### config.mk
export PLATFORM = sky130hd
export DESIGN_NAME = led_pattern_gen_flat
export DESIGN_NICKNAME = d
export VERILOG_FILES = /design/src/rtl/led_pattern_gen_if.sv /design/src/rtl/led_pattern_gen.sv /design/src/flat_wrapper.sv
export SDC_FILE = /design/constraint.sdc
export NUM_CORES = 1
export LEC_CHECK = 0
export ABC_CLOCK_PERIOD_IN_PS = 2300
export CAP_MARGIN = 20
export CELL_PAD_IN_SITES_DETAIL_PLACEMENT = 0
export CELL_PAD_IN_SITES_GLOBAL_PLACEMENT = 1
export CORE_ASPECT_RATIO = 2
export CORE_MARGIN = 5
export CORE_UTILIZATION = 37
export CTS_BUF_LIST = sky130_fd_sc_hd__clkbuf_2 sky130_fd_sc_hd__clkbuf_4 sky130_fd_sc_hd__clkbuf_8
export DETAILED_ROUTE_END_ITERATION = 8
export GPL_TIMING_DRIVEN = 0
export PLACE_DENSITY_LB_ADDON = 0.1
export SYNTH_ARGS = -nofsm -noshare
export SYNTH_HDL_FRONTEND = slang
export SYNTH_SLANG_ARGS = --single-unit
### constraint.sdc
create_clock -name clk12MHz -period 2.3 [get_ports clk12MHz]
set_input_delay 0.23 -clock clk12MHz [delete_from_list [all_inputs] [get_ports clk12MHz]]
set_output_delay 0.23 -clock clk12MHz [all_outputs]
set_load 0.01 [all_outputs]
### src/rtl/led_pattern_gen_if.sv
// Control/status bundle between the user-control side and led_pattern_gen.
// The master drives the animation controls; the slave returns frame, update and brightness.
interface led_pattern_gen_if #(
  parameter int N = 32
);
  logic [1:0]   mode;
  logic [3:0]   rate;
  logic         pause;
  logic         step;
  logic         seed_load;
  logic [N-1:0] seed;
  logic [N-1:0] frame;
  logic         update;
  logic [2:0]   pwm_level;

  modport master (
    output mode, rate, pause, step, seed_load, seed,
    input  frame, update, pwm_level
  );

  modport slave (
    input  mode, rate, pause, step, seed_load, seed,
    output frame, update, pwm_level
  );
endinterface

### src/rtl/led_pattern_gen.sv
// LED matrix animation source: counter, walking, bounce and LFSR patterns with
// programmable rate, pause/single-step and seeding. Define LED_PATTERN_FADE_EN for triangle brightness fade.
module led_pattern_gen #(
  parameter int                   ROWS      = 8,
  parameter int                   COLS      = 4,
  parameter int                   DIV_BASE  = 1200000,
  parameter logic [ROWS*COLS-1:0] LFSR_TAPS = 32'h80200003,
  parameter logic [ROWS*COLS-1:0] LFSR_INIT = 32'h00000001
) (
  input  logic              clk12MHz,
  input  logic              reset,
  led_pattern_gen_if.slave  bus
);
  localparam int N  = ROWS * COLS;
  localparam int PW = $clog2(N);
  localparam int BW = (DIV_BASE > 1) ? $clog2(DIV_BASE) : 1;

  localparam logic [N-1:0] ONE = {{(N-1){1'b0}}, 1'b1};

  logic [BW-1:0] base_cnt_reg;
  logic [3:0]    rate_cnt_reg;
  logic          step_q_reg;
  logic [1:0]    mode_q;
  logic [N-1:0]  frame_reg;
  logic [PW-1:0] pos_reg;
  logic          dir_down_reg;
  logic          update_reg;

  logic          base_tick;
  logic          tick;
  logic          step_edge;
  logic          advance;
  logic          mode_change;
  logic [PW:0]   seed_pos_wide;
  logic [PW-1:0] seed_pos;
  logic [PW-1:0] pos_next;
  logic          dir_next;
  logic [N-1:0]  lfsr_next;

  always_comb begin
    base_tick   = (base_cnt_reg == BW'(DIV_BASE - 1));
    tick        = base_tick && (rate_cnt_reg >= bus.rate);
    step_edge   = bus.step && !step_q_reg;
    advance     = bus.pause ? step_edge : tick;
    mode_change = (bus.mode != mode_q);

    // Seeded bounce position is clamped so non-power-of-two matrices stay in range
    seed_pos_wide = {1'b0, bus.seed[PW-1:0]};
    seed_pos      = (seed_pos_wide > (PW+1)'(N - 1)) ? PW'(N - 1) : bus.seed[PW-1:0];

    pos_next = dir_down_reg ? (pos_reg - PW'(1)) : (pos_reg + PW'(1));
    if (pos_next == PW'(N - 1))
      dir_next = 1'b1;
    else if (pos_next == '0)
      dir_next = 1'b0;
    else
      dir_next = dir_down_reg;

    lfsr_next = {frame_reg[N-2:0], 1'b0} ^ (frame_reg[N-1] ? LFSR_TAPS : '0);
  end

  always_ff @(posedge clk12MHz) begin
    if (reset) begin
      base_cnt_reg <= '0;
      rate_cnt_reg <= '0;
      step_q_reg   <= 1'b0;
      mode_q       <= 2'd0;
      frame_reg    <= '0;
      pos_reg      <= '0;
      dir_down_reg <= 1'b0;
      update_reg   <= 1'b0;
    end else begin
      step_q_reg <= bus.step;
      update_reg <= 1'b0;

      // Prescaler runs regardless of mode changes; pause freezes both stages
      if (!bus.pause) begin
        if (base_tick) begin
          base_cnt_reg <= '0;
          rate_cnt_reg <= tick ? 4'd0 : (rate_cnt_reg + 4'd1);
        end else begin
          base_cnt_reg <= base_cnt_reg + BW'(1);
        end
      end

      if (bus.seed_load) begin
        update_reg <= 1'b1;
        case (mode_q)
          2'd0, 2'd1: frame_reg <= bus.seed;
          2'd2: begin
            pos_reg      <= seed_pos;
            dir_down_reg <= (seed_pos == PW'(N - 1));
            frame_reg    <= ONE << seed_pos;
          end
          default: frame_reg <= (bus.seed == '0) ? LFSR_INIT : bus.seed;
        endcase
      end else if (mode_change) begin
        mode_q     <= bus.mode;
        update_reg <= 1'b1;
        case (bus.mode)
          2'd0: frame_reg <= '0;
          2'd1: frame_reg <= ONE;
          2'd2: begin
            pos_reg      <= '0;
            dir_down_reg <= 1'b0;
            frame_reg    <= ONE;
          end
          default: frame_reg <= LFSR_INIT;
        endcase
      end else if (advance) begin
        update_reg <= 1'b1;
        case (mode_q)
          2'd0: frame_reg <= frame_reg + ONE;
          2'd1: frame_reg <= {frame_reg[N-2:0], frame_reg[N-1]};
          2'd2: begin
            pos_reg      <= pos_next;
            dir_down_reg <= dir_next;
            frame_reg    <= ONE << pos_next;
          end
          default: frame_reg <= lfsr_next;
        endcase
      end
    end
  end

  assign bus.frame  = frame_reg;
  assign bus.update = update_reg;

`ifdef LED_PATTERN_FADE_EN
  logic       advance_taken;
  logic [2:0] pwm_reg;
  logic       pwm_up_reg;

  // Only advances that actually win arbitration move the brightness
  assign advance_taken = advance && !bus.seed_load && !mode_change;

  always_ff @(posedge clk12MHz) begin
    if (reset) begin
      pwm_reg    <= 3'd7;
      pwm_up_reg <= 1'b0;
    end else if (advance_taken) begin
      if (pwm_up_reg) begin
        pwm_reg <= pwm_reg + 3'd1;
        if (pwm_reg == 3'd6)
          pwm_up_reg <= 1'b0;
      end else begin
        pwm_reg <= pwm_reg - 3'd1;
        if (pwm_reg == 3'd1)
          pwm_up_reg <= 1'b1;
      end
    end
  end

  assign bus.pwm_level = pwm_reg;
`else
  assign bus.pwm_level = 3'd7;
`endif

endmodule
### src/flat_wrapper.sv
// flat-port wrapper written by rule: the top's interface ports become plain ports
module led_pattern_gen_flat 
#(
  parameter int                   ROWS      = 8,
  parameter int                   COLS      = 4,
  parameter int                   DIV_BASE  = 1200000,
  parameter logic [ROWS*COLS-1:0] LFSR_TAPS = 32'h80200003,
  parameter logic [ROWS*COLS-1:0] LFSR_INIT = 32'h00000001
)
  (clk12MHz, reset, bus_mode, bus_rate, bus_pause, bus_step, bus_seed_load, bus_seed, bus_frame, bus_update, bus_pwm_level);
  led_pattern_gen_if bus_i ();
  input  logic clk12MHz;
  input  logic reset;
  input wire logic [$bits(bus_i.mode)-1:0] bus_mode;
  input wire logic [$bits(bus_i.rate)-1:0] bus_rate;
  input wire logic [$bits(bus_i.pause)-1:0] bus_pause;
  input wire logic [$bits(bus_i.step)-1:0] bus_step;
  input wire logic [$bits(bus_i.seed_load)-1:0] bus_seed_load;
  input wire logic [$bits(bus_i.seed)-1:0] bus_seed;
  output wire logic [$bits(bus_i.frame)-1:0] bus_frame;
  output wire logic [$bits(bus_i.update)-1:0] bus_update;
  output wire logic [$bits(bus_i.pwm_level)-1:0] bus_pwm_level;
  assign bus_i.mode = bus_mode;
  assign bus_i.rate = bus_rate;
  assign bus_i.pause = bus_pause;
  assign bus_i.step = bus_step;
  assign bus_i.seed_load = bus_seed_load;
  assign bus_i.seed = bus_seed;
  assign bus_frame = bus_i.frame;
  assign bus_update = bus_i.update;
  assign bus_pwm_level = bus_i.pwm_level;
  led_pattern_gen #(.ROWS(ROWS), .COLS(COLS), .DIV_BASE(DIV_BASE), .LFSR_TAPS(LFSR_TAPS), .LFSR_INIT(LFSR_INIT)) u_core (.clk12MHz(clk12MHz), .reset(reset), .bus(bus_i));
endmodule
### Yosys cells after proc, flatten, opt, wreduce, memory -nomap -nowiden

Cells that the tools add are included.

| word-level totals | value |
|---|---|
| register bits after elaboration | 67 |
| bits in latches | 0 |
| bits in writable memories | 0 |
| bits in read-only memories | 0 |
| input bits | 43 |
| output and inout port bits | 36 |
| logic and storage cells | 72 |
| memories kept | 0 |

| cells by class | value |
|---|---|
| add/subtract/negate cells | 5 |
| $mul | 0 |
| divide/modulo/power cells | 0 |
| magnitude comparators | 1 |
| equal/unequal tests | 9 |
| shift operators | 2 |
| mux-type cells | 29 |
| bitwise logic cells | 3 |
| reduce and logical (&&, ||, !) cells | 15 |

Operator list:

| cell | number |
|---|---|
| two-way mux 32 bit | 5 |
| case mux 32 bit (3 select lines) | 1 |
| case mux 32 bit (2 select lines) | 1 |
| left shift 1 x 5 -> 32 bit, first input constant | 2 |
| two-way mux 5 bit | 7 |
| adder 32 x 1 -> 32 bit, second input constant | 1 |
| zero test 32 bit | 1 |
| XOR 32 bit | 1 |
| adder 21 x 1 -> 21 bit, second input constant | 1 |
| equality test 21 bit, second input constant | 1 |
| two-way mux 21 bit | 1 |
| two-way mux 1 bit | 13 |
| equality test 5 bit, second input constant | 2 |
| adder 5 x 1 -> 5 bit, second input constant | 1 |
| zero test 5 bit | 1 |
| AND reduction 5 bit | 1 |
| subtractor 5 x 1 -> 5 bit, second input constant | 1 |
| adder 4 x 1 -> 4 bit, second input constant | 1 |
| equality test 2 bit, second input constant | 2 |
| greater-or-equal comparator 4 bit | 1 |
| zero test 2 bit | 2 |
| two-way mux 4 bit | 1 |
| AND reduction 2 bit | 2 |
| AND reduction 4 bit | 1 |
| other kinds (11) | 13 |

### Depth between registers and ports, before layout

| logic depth | value |
|---|---|
| word-level depth | 9 |
| depth in mapped cells | 10 |
| mapped depth without buffers | 8 |

### Worst setup path after synthesis

No wires, ideal clock.

| timing | value |
|---|---|
| path type | register -> register |
| start point | register u_core.dir_down_reg |
| end point | register u_core.dir_down_reg |
| library setup time | 0.143 ns |
| arrival | 2.112 ns |
| data required time | 2.157 ns |
| slack | 0.045 ns |
| cell stages (with the launch flop) | 8 |
| buffers on the path | 0 |
| clock period less this slack | 2.255 ns |
| cell sequence | dfxtp_1 -> ha_1 -> a21o_1 -> a21oi_2 -> mux2i_1 -> nor3_1 -> o311ai_1 -> a221oi_1 |

| between the ends | value |
|---|---|
| word-level cells in the longest chain between the ends | 7 |
| elaborated cells on any way between the ends | 10 |
| those cells by class | 1 x eq/ne; 6 x mux; 3 x reduce/logical |

RTL lines:

| item | RTL line | text |
|---|---|---|
| start: declaration | led_pattern_gen.sv:26 | `logic dir_down_reg;` |
| start signal: assignment | led_pattern_gen.sv:92 | `dir_down_reg <= (seed_pos == PW'(N - 1));` |
| start signal: assignment | led_pattern_gen.sv:117 | `dir_down_reg <= dir_next;` |
| two-way mux 5 bit (*) | led_pattern_gen.sv:51 | `pos_next = dir_down_reg ? (pos_reg - PW'(1)) : (pos_reg + PW'(1));` |
| equality test 5 bit | led_pattern_gen.sv:52 | `if (pos_next == PW'(N - 1))` |
| two-way mux 1 bit | led_pattern_gen.sv:52 |  |
| two-way mux 1 bit | led_pattern_gen.sv:112 | `case (mode_q)` |
| two-way mux 1 bit | led_pattern_gen.sv:110 | `end else if (advance) begin` |
| two-way mux 1 bit | led_pattern_gen.sv:97 | `end else if (mode_change) begin` |
| two-way mux 1 bit | led_pattern_gen.sv:86 | `if (bus.seed_load) begin` |

Mark *: on every way between the ends. The rest lies on a longest branch, timed or not. The select of a mux whose other input is x is not followed.
A chain may end at the register's enable or synchronous reset.

### Worst setup path in the final report

| timing | value |
|---|---|
| start point | register u_core.mode_q[1] |
| end point | register u_core.frame_reg[21] (netlist: u_core.bus.frame[21]) |

| between the ends | value |
|---|---|
| word-level cells in the longest chain between the ends | 5 |
| elaborated cells on any way between the ends | 11 |
| those cells by class | 3 x eq/ne; 5 x mux; 3 x reduce/logical |

RTL lines:

| item | RTL line | text |
|---|---|---|
| start: declaration | led_pattern_gen.sv:23 | `logic [1:0] mode_q;` |
| start signal: assignment | led_pattern_gen.sv:98 | `mode_q <= bus.mode;` |
| equality test 2 bit, or another cell as far along | led_pattern_gen.sv:88, led_pattern_gen.sv:112 |  |
| case mux 32 bit (3 select lines) | led_pattern_gen.sv:112 |  |
| two-way mux 32 bit | led_pattern_gen.sv:110 |  |
| two-way mux 32 bit | led_pattern_gen.sv:97 |  |
| two-way mux 32 bit | led_pattern_gen.sv:86 |  |
| end signal: assignment | led_pattern_gen.sv:89 | `2'd0, 2'd1: frame_reg <= bus.seed;` |
| end signal: assignment | led_pattern_gen.sv:113 | `2'd0: frame_reg <= frame_reg + ONE;` |
| end signal: assignment | led_pattern_gen.sv:114 | `2'd1: frame_reg <= {frame_reg[N-2:0], frame_reg[N-1]};` |
| end: declaration | led_pattern_gen.sv:24 | `logic [N-1:0] frame_reg;` |

Several ways; a longest one is shown, not always the timed one. The select of a mux whose other input is x is not followed.

==> metrics <==
Leak=2.542 nW; Syn-to-layout area delta=40.63%; status=finished clean; cell count after synthesis=691; worst r2r dst=u_core.bus.frame[21]; Hold Vio Cnt, Final=0; first-pass GRT wire length=35970 um; Cells on Worst Hold Path=3; post-route cell area=7418 um^2; Avg Synthesized Cell Area=7.634 um^2; die height=178.9 um; Slew HR=41.79%; max reg flops=32; Top Family by Delay on Critical Path=compound AO/OA/AOI/OAI gates; CTS tree=done; hold buffer count at cts=0; Buffers on Ports=71; Hold EP=u_core.pos_reg[4]; Max VDD drop=0.3268 mV; Worst R2R Start=u_core.mode_q[1]; PwrDens=528.2 nW/um^2; Synth async-reset ratio=0%; kind of critical path=flop to flop; RSZ-0062 raised after global routing=yes; vias in the first global route=6285; period utilisation layout=98.72%; CP peak stage delay=0.51 ns; dpl ws=-0.7365 ns; fmax=0.4404 GHz; Final Hold Slack=0.3983 ns; Final Wtd Congestion=1.075; hpwl dp=18080 um; total wire length=24040 um; max_cap viols=0; synthesized cell area=5275 um^2; drt initial violations=442; hold wc startpoint=bus_seed[4]; CTS max path bufs=2; ANT nets after route=0; ANT cells=0; Yosys top cell area share=25.43%; initial antenna violation count=0; Worst Skew=0.01295 ns; final worst setup slack=0.02950 ns; via count=6203; core area=13970 um^2; largest net degree at the start of global routing=13; min Tclk post-route=2.270 ns; placed cells=954; Avg WL per Cell=24.11 um; I/O pin cnt=79; required time worst endpoint=2.56 ns; clock sinks=67; CTS Root Buffer Type=clkbuf_8; number of flops mapped to enable cells by yosys=0; Finished Layout Cells=997; Global Route Usage Sum=28.56%; sequential area share after synthesis=25.43%; Max Slew Vio Count=0; Vias per Instance=6.222; FF-to-FF path depth=6; share of post-route cells with drive strength above 1=21.91%; Core Rows=61; TritonCTS Buffers=9; critical path's slowest cell=a311oi_4; Skew-Pair Late Insertion Delay=0.36 ns; area leader, netlist=dfxtp_1; cells along the critical path=buf_4 > and2b_2 > a311oi_4 > clkbuf_4 > a221oi_2 > o32ai_2; fillcell total=1369; DP Area=6237 um^2; Startpoint Class=flop; Pwr Total=3.918 mW; gr ovfl total=0; setup violators final=0; flop2flop setup slack=0.03 ns; CP endpoint kind=flop; most frequent cells in the layout=nor2_1, clkdlybuf4s50_1, dfxtp_1, nand2_1, a21oi_1; Worst Path Buf+Inv=2; clock slew at reported path FFs=0.09 ns; Critical Path Fanout Max=10; DRC=0; Hold Path Class=input port to flop; Die ar.=16890 um^2; ys flop type=dfxtp_1; CTS H-tree lvls=3; Nets=861; first drt pass iteration count=5; #FFs+latches synth=67; Yosys Warn Count=0; top cells by area, synth=dfxtp_1, nor2_1, xnor2_1; CP arrival=2.53 ns; chip width=94.43 um; Cell variety after synth=70; slew of the pin with the lowest slew margin=0.8659 ns; initial core utilization=37.77%
cell usage after synthesis (3+ instances only):
| cell type | instances |
|---|---|
| a211oi_1 | 20 |
| nand3_1 | 30 |
| nor3_1 | 21 |
| a311oi_1 | 7 |
| o21bai_1 | 3 |
| a221oi_1 | 20 |
| buf_6 | 8 |
| nand4b_1 | 3 |
| xor2_1 | 16 |
| o31a_1 | 3 |
| buf_2 | 13 |
| a21o_1 | 5 |
| or2_2 | 4 |
| nand2b_1 | 4 |
| o31ai_1 | 10 |
| and4_1 | 7 |
| nor4_1 | 18 |
| o311a_1 | 3 |
| a222oi_1 | 5 |
| dfxtp_1 | 67 |
| nand2_1 | 51 |
| o32ai_1 | 8 |
| a22oi_1 | 5 |
| a21oi_1 | 42 |
| nor4b_1 | 3 |
| and2_1 | 5 |
| a22o_1 | 4 |
| clkbuf_1 | 26 |
| nor2b_1 | 6 |
| nand4_1 | 16 |
| o21ai_0 | 34 |
| a32oi_1 | 4 |
| mux2i_1 | 8 |
| inv_1 | 20 |
| or4_1 | 3 |
| o221ai_1 | 10 |
| ha_1 | 14 |
| nor3b_1 | 4 |
| and3_1 | 6 |
| buf_1 | 4 |
| nor2_1 | 78 |
| buf_4 | 4 |
| xnor2_1 | 32 |
| or3_1 | 7 |
| a31oi_1 | 3 |
tightest hold or removal path: stages:
cell	delay [ns]
buf_1	0.24
nand2_1	0.14
a311oi_1	0.10
layer usage:
metal  GRT usage [%]  share of wire (%)  up-vias
met2           48.96                 50      331
met5               0                  0        -
met1           28.25                 34     2910
li1                -                  -     2827
met3           6.384                6.0      135
met4           25.02                 10        0
final cells by class:
type                            instances  area [um^2]  share of cell area, %
Clock inverter                          6        137.6                  1.855
Inverter                               21        82.58                  1.113
Clock buffer                           10        131.4                  1.771
Sequential cell                        67         1354                  18.25
Tap cell                              189        236.5                  3.188
Multi-Input combinational cell        550         4159                  56.06
Timing Repair Buffer                  102        989.7                  13.34
Buffer                                 52        327.8                  4.419
stage by stage:
stage | utilization, % | TNS, ns
after floorplan | - | 0
after global placement | 44.60 | -29.45
after detailed placement | 44.66 | -29.45
after CTS | 50.42 | -0.04215
after global routing | 53.11 | -0.2654
final | 53.11 | 0
how the worst max path moves through the flow:
| stage | startpoint | end | slack (ns) | cells past startpoint |
|---|---|---|---|---|
| 2_1_floorplan | u_core.dir_down_reg | u_core.dir_down_reg | 0.05 | 7 |
| 3_3_place_gp | bus_pause | u_core.bus.frame[5] | -0.70 | 8 |
| 3_5_place_dp | bus_pause | u_core.bus.frame[5] | -0.74 | 8 |
| 4_1_cts | u_core.dir_down_reg | u_core.bus.frame[13] | -0.02 | 8 |
| 5_1_grt | u_core.dir_down_reg | u_core.bus.frame[21] | -0.03 | 8 |
| 6_report | u_core.mode_q[1] | u_core.bus.frame[21] | 0.03 | 6 |
what timing repair did:
item / CTS / global route
gates cloned: 1 / 0
setup buffers: 21 / 8
setup endpoints to repair: 58 / 58
resized for setup: 75 / 69
pin swaps: 10 / 22
kinds of logic after synthesis:
family          count (synthesis)  synth area share (%)
simple gates                  275                 26.57
compound gates                199                 27.18
buf+inv                        76                 7.139
flops                          67                 25.43
xor+xnor                       48                 7.970
fa+ha+maj                      15                 3.700
mux                            10                 1.945
other cells                     1               0.07109
report_power, final:
| part | internal (mW) | switching (mW) | total, mW | leakage, nW |
|---|---|---|---|---|
| Combinational | 0.527 | 0.691 | 1.22 | 1.86 |
| Clock | 0.847 | 0.526 | 1.37 | 0.134 |
| Sequential | 1.22 | 0.104 | 1.33 | 0.551 |
| Total | 2.60 | 1.32 | 3.92 | 2.54 |
Note: power is estimated with default switching activity, not from simulation.
